## src/rtl/char_render_if.sv

```systemverilog
// Pixel-stream bundle between the text components and the char_render back-end.
// The master side also hosts the synchronous font ROM, so it drives font_data.
// No handshake: one pixel per px_clk, the stream never stalls.
interface char_render_if;
  logic [9:0]  x;
  logic [9:0]  y;
  logic        hsync;
  logic        vsync;
  logic        activevideo;
  logic [7:0]  din_char;
  logic [2:0]  din_color;
  logic        din_n2d;
  logic [10:0] font_addr;
  logic [7:0]  font_data;
  logic [2:0]  rgb;
  logic        hsync_o;
  logic        vsync_o;
  logic        activevideo_o;

  modport master (
    output x, y, hsync, vsync, activevideo, din_char, din_color, din_n2d, font_data,
    input  font_addr, rgb, hsync_o, vsync_o, activevideo_o
  );

  modport slave (
    input  x, y, hsync, vsync, activevideo, din_char, din_color, din_n2d, font_data,
    output font_addr, rgb, hsync_o, vsync_o, activevideo_o
  );
endinterface

```

## src/rtl/char_render.sv

```systemverilog
// Purpose: hex-nibble translation, 8x8 font ROM lookup and glyph-row serialisation to rgb.
// Latency: x/y/sync/av at cycle T -> rgb/hsync_o/vsync_o/activevideo_o at T+4.
// Backpressure: none; continuous one-pixel-per-cycle stream. Optional blink: BLINK_EN.
module char_render #(
  parameter int          ZOOM = 0,
  parameter logic [2:0]  BG   = 3'b000
) (
  input  logic   px_clk,
  input  logic   rst,
  char_render_if.slave pix
);

  // Font column/row of the current pixel, wrapped to the 8x8 cell.
  logic [2:0] col_c, row_c;
  assign col_c = 3'(pix.x >> ZOOM);
  assign row_c = 3'(pix.y >> ZOOM);

  // S0: x/y-derived fields waiting one cycle for the component outputs.
  logic [2:0] col0, row0;
  // S1/S2: per-pixel attributes travelling alongside the ROM access.
  logic [2:0] col1, col2, color1, color2;
  // Sync and visible-area delay lines; bit 3 drives the outputs.
  logic [3:0] av_sr, hs_sr, vs_sr;

  // Hex nibble to ASCII '0'-'9' / 'A'-'F'; upper nibble ignored in that mode.
  logic [3:0] nib;
  logic [7:0] glyph, glyph_rom;
  assign nib   = pix.din_char[3:0];
  assign glyph = pix.din_n2d ? ((nib < 4'd10) ? (8'h30 + {4'h0, nib}) : (8'h37 + {4'h0, nib}))
                             : pix.din_char;

`ifdef BLINK_EN
  // Bit 7 of a literal char is the blink attribute, not part of the glyph index.
  logic       blink_attr, blink1, blink2;
  logic [5:0] frame_cnt;
  assign blink_attr = ~pix.din_n2d & pix.din_char[7];
  assign glyph_rom  = {1'b0, glyph[6:0]};
`else
  assign glyph_rom  = glyph;
`endif

  // Sync/av delay lines; reset to the idle (inactive) levels.
  always_ff @(posedge px_clk) begin
    if (rst) begin
      av_sr <= 4'b0000;
      hs_sr <= 4'b1111;
      vs_sr <= 4'b1111;
    end else begin
      av_sr <= {av_sr[2:0], pix.activevideo};
      hs_sr <= {hs_sr[2:0], pix.hsync};
      vs_sr <= {vs_sr[2:0], pix.vsync};
    end
  end

  // S0 and S1: align x/y fields with din_*, then issue the ROM address.
  always_ff @(posedge px_clk) begin
    if (rst) begin
      col0          <= '0;
      row0          <= '0;
      col1          <= '0;
      color1        <= '0;
      pix.font_addr <= '0;
    end else begin
      col0          <= col_c;
      row0          <= row_c;
      col1          <= col0;
      color1        <= pix.din_color;
      pix.font_addr <= {glyph_rom, row0};
    end
  end

  // S2: carry column and color across the ROM read cycle.
  always_ff @(posedge px_clk) begin
    if (rst) begin
      col2   <= '0;
      color2 <= '0;
    end else begin
      col2   <= col1;
      color2 <= color1;
    end
  end

  // Glyph bit for this pixel; MSB of the row is the leftmost pixel.
  logic pix_bit;
`ifdef BLINK_EN
  assign pix_bit = pix.font_data[3'd7 - col2] & ~(blink2 & frame_cnt[5]);

  // Blink attribute pipeline and frame counter stepped at each vsync pulse start.
  always_ff @(posedge px_clk) begin
    if (rst) begin
      blink1    <= 1'b0;
      blink2    <= 1'b0;
      frame_cnt <= '0;
    end else begin
      blink1 <= blink_attr;
      blink2 <= blink1;
      if (vs_sr[0] && !pix.vsync)
        frame_cnt <= frame_cnt + 6'd1;
    end
  end
`else
  assign pix_bit = pix.font_data[3'd7 - col2];
`endif

  // S3: final pixel color; blanked outside the visible area.
  always_ff @(posedge px_clk) begin
    if (rst)
      pix.rgb <= 3'b000;
    else
      pix.rgb <= !av_sr[2] ? 3'b000 : (pix_bit ? color2 : BG);
  end

  assign pix.hsync_o       = hs_sr[3];
  assign pix.vsync_o       = vs_sr[3];
  assign pix.activevideo_o = av_sr[3];

endmodule
```

## src/flat_wrapper.sv

```systemverilog
// flat-port wrapper written by rule: the top's interface ports become plain ports
module char_render_flat 
#(
  parameter int          ZOOM = 0,
  parameter logic [2:0]  BG   = 3'b000
)
  (px_clk, rst, pix_x, pix_y, pix_hsync, pix_vsync, pix_activevideo, pix_din_char, pix_din_color, pix_din_n2d, pix_font_data, pix_font_addr, pix_rgb, pix_hsync_o, pix_vsync_o, pix_activevideo_o);
  char_render_if pix_i ();
  input  logic px_clk;
  input  logic rst;
  input wire logic [$bits(pix_i.x)-1:0] pix_x;
  input wire logic [$bits(pix_i.y)-1:0] pix_y;
  input wire logic [$bits(pix_i.hsync)-1:0] pix_hsync;
  input wire logic [$bits(pix_i.vsync)-1:0] pix_vsync;
  input wire logic [$bits(pix_i.activevideo)-1:0] pix_activevideo;
  input wire logic [$bits(pix_i.din_char)-1:0] pix_din_char;
  input wire logic [$bits(pix_i.din_color)-1:0] pix_din_color;
  input wire logic [$bits(pix_i.din_n2d)-1:0] pix_din_n2d;
  input wire logic [$bits(pix_i.font_data)-1:0] pix_font_data;
  output wire logic [$bits(pix_i.font_addr)-1:0] pix_font_addr;
  output wire logic [$bits(pix_i.rgb)-1:0] pix_rgb;
  output wire logic [$bits(pix_i.hsync_o)-1:0] pix_hsync_o;
  output wire logic [$bits(pix_i.vsync_o)-1:0] pix_vsync_o;
  output wire logic [$bits(pix_i.activevideo_o)-1:0] pix_activevideo_o;
  assign pix_i.x = pix_x;
  assign pix_i.y = pix_y;
  assign pix_i.hsync = pix_hsync;
  assign pix_i.vsync = pix_vsync;
  assign pix_i.activevideo = pix_activevideo;
  assign pix_i.din_char = pix_din_char;
  assign pix_i.din_color = pix_din_color;
  assign pix_i.din_n2d = pix_din_n2d;
  assign pix_i.font_data = pix_font_data;
  assign pix_font_addr = pix_i.font_addr;
  assign pix_rgb = pix_i.rgb;
  assign pix_hsync_o = pix_i.hsync_o;
  assign pix_vsync_o = pix_i.vsync_o;
  assign pix_activevideo_o = pix_i.activevideo_o;
  char_render #(.ZOOM(ZOOM), .BG(BG)) u_core (.px_clk(px_clk), .rst(rst), .pix(pix_i));
endmodule
```

## config.mk

```make
export PLATFORM = sky130hd
export DESIGN_NAME = char_render_flat
export DESIGN_NICKNAME = d
export VERILOG_FILES = /design/src/rtl/char_render_if.sv /design/src/rtl/char_render.sv /design/src/flat_wrapper.sv
export SDC_FILE = /design/constraint.sdc
export NUM_CORES = 1
export LEC_CHECK = 0
export ABC_AREA = 1
export CAP_MARGIN = 10
export CORE_UTILIZATION = 60
export DETAILED_ROUTE_END_ITERATION = 10
export DONT_BUFFER_PORTS = 1
export PLACE_DENSITY_LB_ADDON = 0.25
export SETUP_SLACK_MARGIN = 0.02
export SYNTH_ARGS = -nofsm -noshare
export SYNTH_HDL_FRONTEND = slang
export SYNTH_SLANG_ARGS = --single-unit
```

## constraint.sdc

```tcl
create_clock -name px_clk -period 1.3 [get_ports px_clk]
set_input_delay 0 -clock px_clk [delete_from_list [all_inputs] [get_ports px_clk]]
set_output_delay 0 -clock px_clk [all_outputs]
set_load 0.02 [all_outputs]
```

==> out/results.ini <==
[run_status]
outcome = finished with violations
violations = negative hold slack

[critical_path]
r2r_setup_slack_ns = 0.24
cp.arrival_ns = 1.47
required_ns = 1.55
end_kind = flip-flop
worstSetupPathType = primary input to flip-flop
timing.rr.end = u_core.col1[1]$_SDFF_PP0_
rr_startpoint = u_core.col0[1]$_SDFF_PP0_
cp-start-kind = primary input
r2r_cells = 3
crit_fanout = 4

[pwr]
peakVddDrop_mv = 1.07
powerDensity_nw_per_um2 = 1350
p_leak_nw = 0.861

[global_routing]
grt_pass1_vias = 1085
antenna_found_initial = 0
grt_pass1_wl_um = 4270
track_usage_pct = 23.2
grt_start_max_net_pins = 27
grt_overflow = 0

[clock_tree]
clock-sinks = 44
htreeDepth = 2
cts_buffers = 5
path_clk_slew_ns = 0.12
cts_setup_buffers = 0
tritoncts = built
root_buffer = clkbuf_4
clkLatencyLatePin_ns = 0.35
cts_buffer_depth = 2

[final_layout]
drive_gt1_share_pct = 12.9
diodes = 0
nets = 239
area_growth_pct = 23.9
final_cells = 222

[worst_hold_path]
hp-start = pix_din_n2d
holdPathEnd = u_core.pix.font_addr[8]$_SDFF_PP0_
hold_path_depth = 2
min_path_type = primary input to flip-flop

[timing]
setup_viol = 0
max_clock_freq_mhz = 823
finalSetupTns_ns = 0
rsz0062_at_grt = false
finalCriticalPeriod_ns = 1.22
slew_viol_final = 0
tightestPinTransition_ns = 0.815
worst_hold_slack_ns = -0.175
skew_ns = 0.00733
slew_headroom_pct = 45.7
final_hold_viol_count = 6
period_share_pct = 93.5

[yosys]
synthXorXnorAreaFrac_pct = 0
synth-seq-cells = 44
syn_area_um2 = 1460
syn_avg_cell_area_um2 = 8.88
synth_compound_area_share_pct = 3.52
synth_enable_flop_cells = 0
yosys.area_share.simple_pct = 22.3
syn_nets = 210
syn_inst = 164
yosys-top-cells-area = dfxtp_1 (60%), inv_1 (11%), nor2_1 (8.2%)
synthArstFlopShare_pct = 0
synthAdderAreaFrac_pct = 0.859
synth.distinct_cells = 23
ys_seq_area_share_pct = 60.5
synth_mux_area_share_pct = 0
yosys.area.top_type = dfxtp_1
synth_top_area_share_pct = 60.5
synth_top_family_by_area = simple AND/OR/NAND/NOR gates
ys.flop_type = dfxtp_1
synthTopCellsByCount = dfxtp_1 (44), inv_1 (41), nor2_1 (32)
yosys_warnings = 0
yosysMostFrequentCell = dfxtp_1

[detailed_routing]
ant_nets = 0
drt_iter0_markers = 11
viasPerCell = 4.64
drc_errors = 0
wl_per_cell_um = 11.6
vias = 1030
drt_wl_total_um = 2580
drtPass1Iterations = 4

[placed_design]
dp_hpwl_um = 1420
port_buffers = 0
placed_cells = 188
place_congestion = 0.703

[job]
drv_cap = 0

[floorplanning]
ios = 62
fp.dieArea_um2 = 2630
start_util_pct = 64.6
rows = 17
die_h_um = 51.3
die_w_um = 51.3
core_um2 = 2250

[cells by family (layout without fill, tap and decap cells)]
| kind of cell | count (synthesis) | after routing |
|---|---|---|
| AND/OR/NAND/NOR | 63 | 63 |
| buffers and inverters | 47 | 77 |
| flip-flops | 44 | 44 |
| AO/OA/AOI/OAI | 9 | 9 |
| adder cells (fa/ha/maj) | 1 | 1 |
[stage by stage]
stage	util (%)	setup WS (ns)	cell area (um^2)	hold WS, ns	power (mW)
2_1_floorplan	-	0.452	1460	0.0761	1.58
3_3_place_gp	65.0	0.408	1470	0.0733	1.58
3_5_place_dp	65.0	0.340	1470	0.0765	1.59
4_1_cts	79.5	0.0238	1790	-0.300	2.45
5_1_grt	80.0	0.0524	1800	-0.194	2.55
6_report	80.0	0.0844	1800	-0.175	2.44
[where the power goes]
group          switching (mW)  internal [mW]
Combinational          0.0821         0.0941
Sequential             0.0455           1.41
Clock                   0.410          0.403
Total                   0.538           1.90
[layout make-up]
class                           instances  area (um^2)
Sequential cell                        44          881
Fill cell                             152          450
Multi-Input combinational cell         73          388
Timing Repair Buffer                   26          263
Inverter                               43          161
Clock buffer                            6         41.3
Clock inverter                          2         35.0
Tap cell                               28         35.0
[cell usage in the layout, fill, tap and decap left out, drive strengths merged]
cell          synthesis  final
dfxtp                44     44
ha                    1      1
nand3                 4      4
nand2                10     10
o21ai                 4      4
inv                  43     43
o211ai                1      1
clkinv                0      1
nor2                 36     36
or2                   8      8
bufinv                0      1
dlymetal6s4s          0      1
nor3                  2      2
nor3b                 1      1
clkbuf                0      6
dlygate4sd3           0     25
a21oi                 4      4
nand3b                2      2
[metal layers]
metal	GRT usage (%)	part of all wire, %	wire (um)
met1	19.7	37	965
met2	45.2	54	1400
met3	7.44	5.7	148
met4	14.9	2.3	59
met5	0	0	0
[sequential cells by signal, indices dropped and copies added (netlist names), 4 cells and up]
name                  cells
u_core.pix.font_addr     11
u_core.av_sr              4
u_core.hs_sr              4
u_core.vs_sr              4
[worst max path at each step]
stage	startpoint	end	slack (ns)	cells after the start
after floorplan	u_core.col2[0]$_SDFF_PP0_	u_core.pix.rgb[0]$_SDFF_PP0_	0.45	6
after global placement	u_core.col2[0]$_SDFF_PP0_	u_core.pix.rgb[2]$_SDFF_PP0_	0.41	6
after detailed placement	u_core.col2[0]$_SDFF_PP0_	u_core.pix.rgb[1]$_SDFF_PP0_	0.34	6
after CTS	rst	u_core.pix.font_addr[8]$_SDFF_PP0_	0.02	4
after global routing	rst	u_core.pix.font_addr[10]$_SDFF_PP0_	0.05	3
final	pix_din_char[3]	u_core.pix.font_addr[9]$_SDFF_PP0_	0.08	6
[worst max-delay path, cell delays in order]
cell	delay [ns]
dlygate4sd3_1	0.59
nand2_4	0.12
nor2_4	0.05
a21oi_2	0.13
nor2_2	0.04
dlygate4sd3_1	0.54
[timing repair]
item	CTS	global route
hold buffers	25	1
endpoints found under the setup margin	0	8
resized for setup	0	1
endpoints found under the hold margin	44	7
Power figures use the tool's default switching activity.
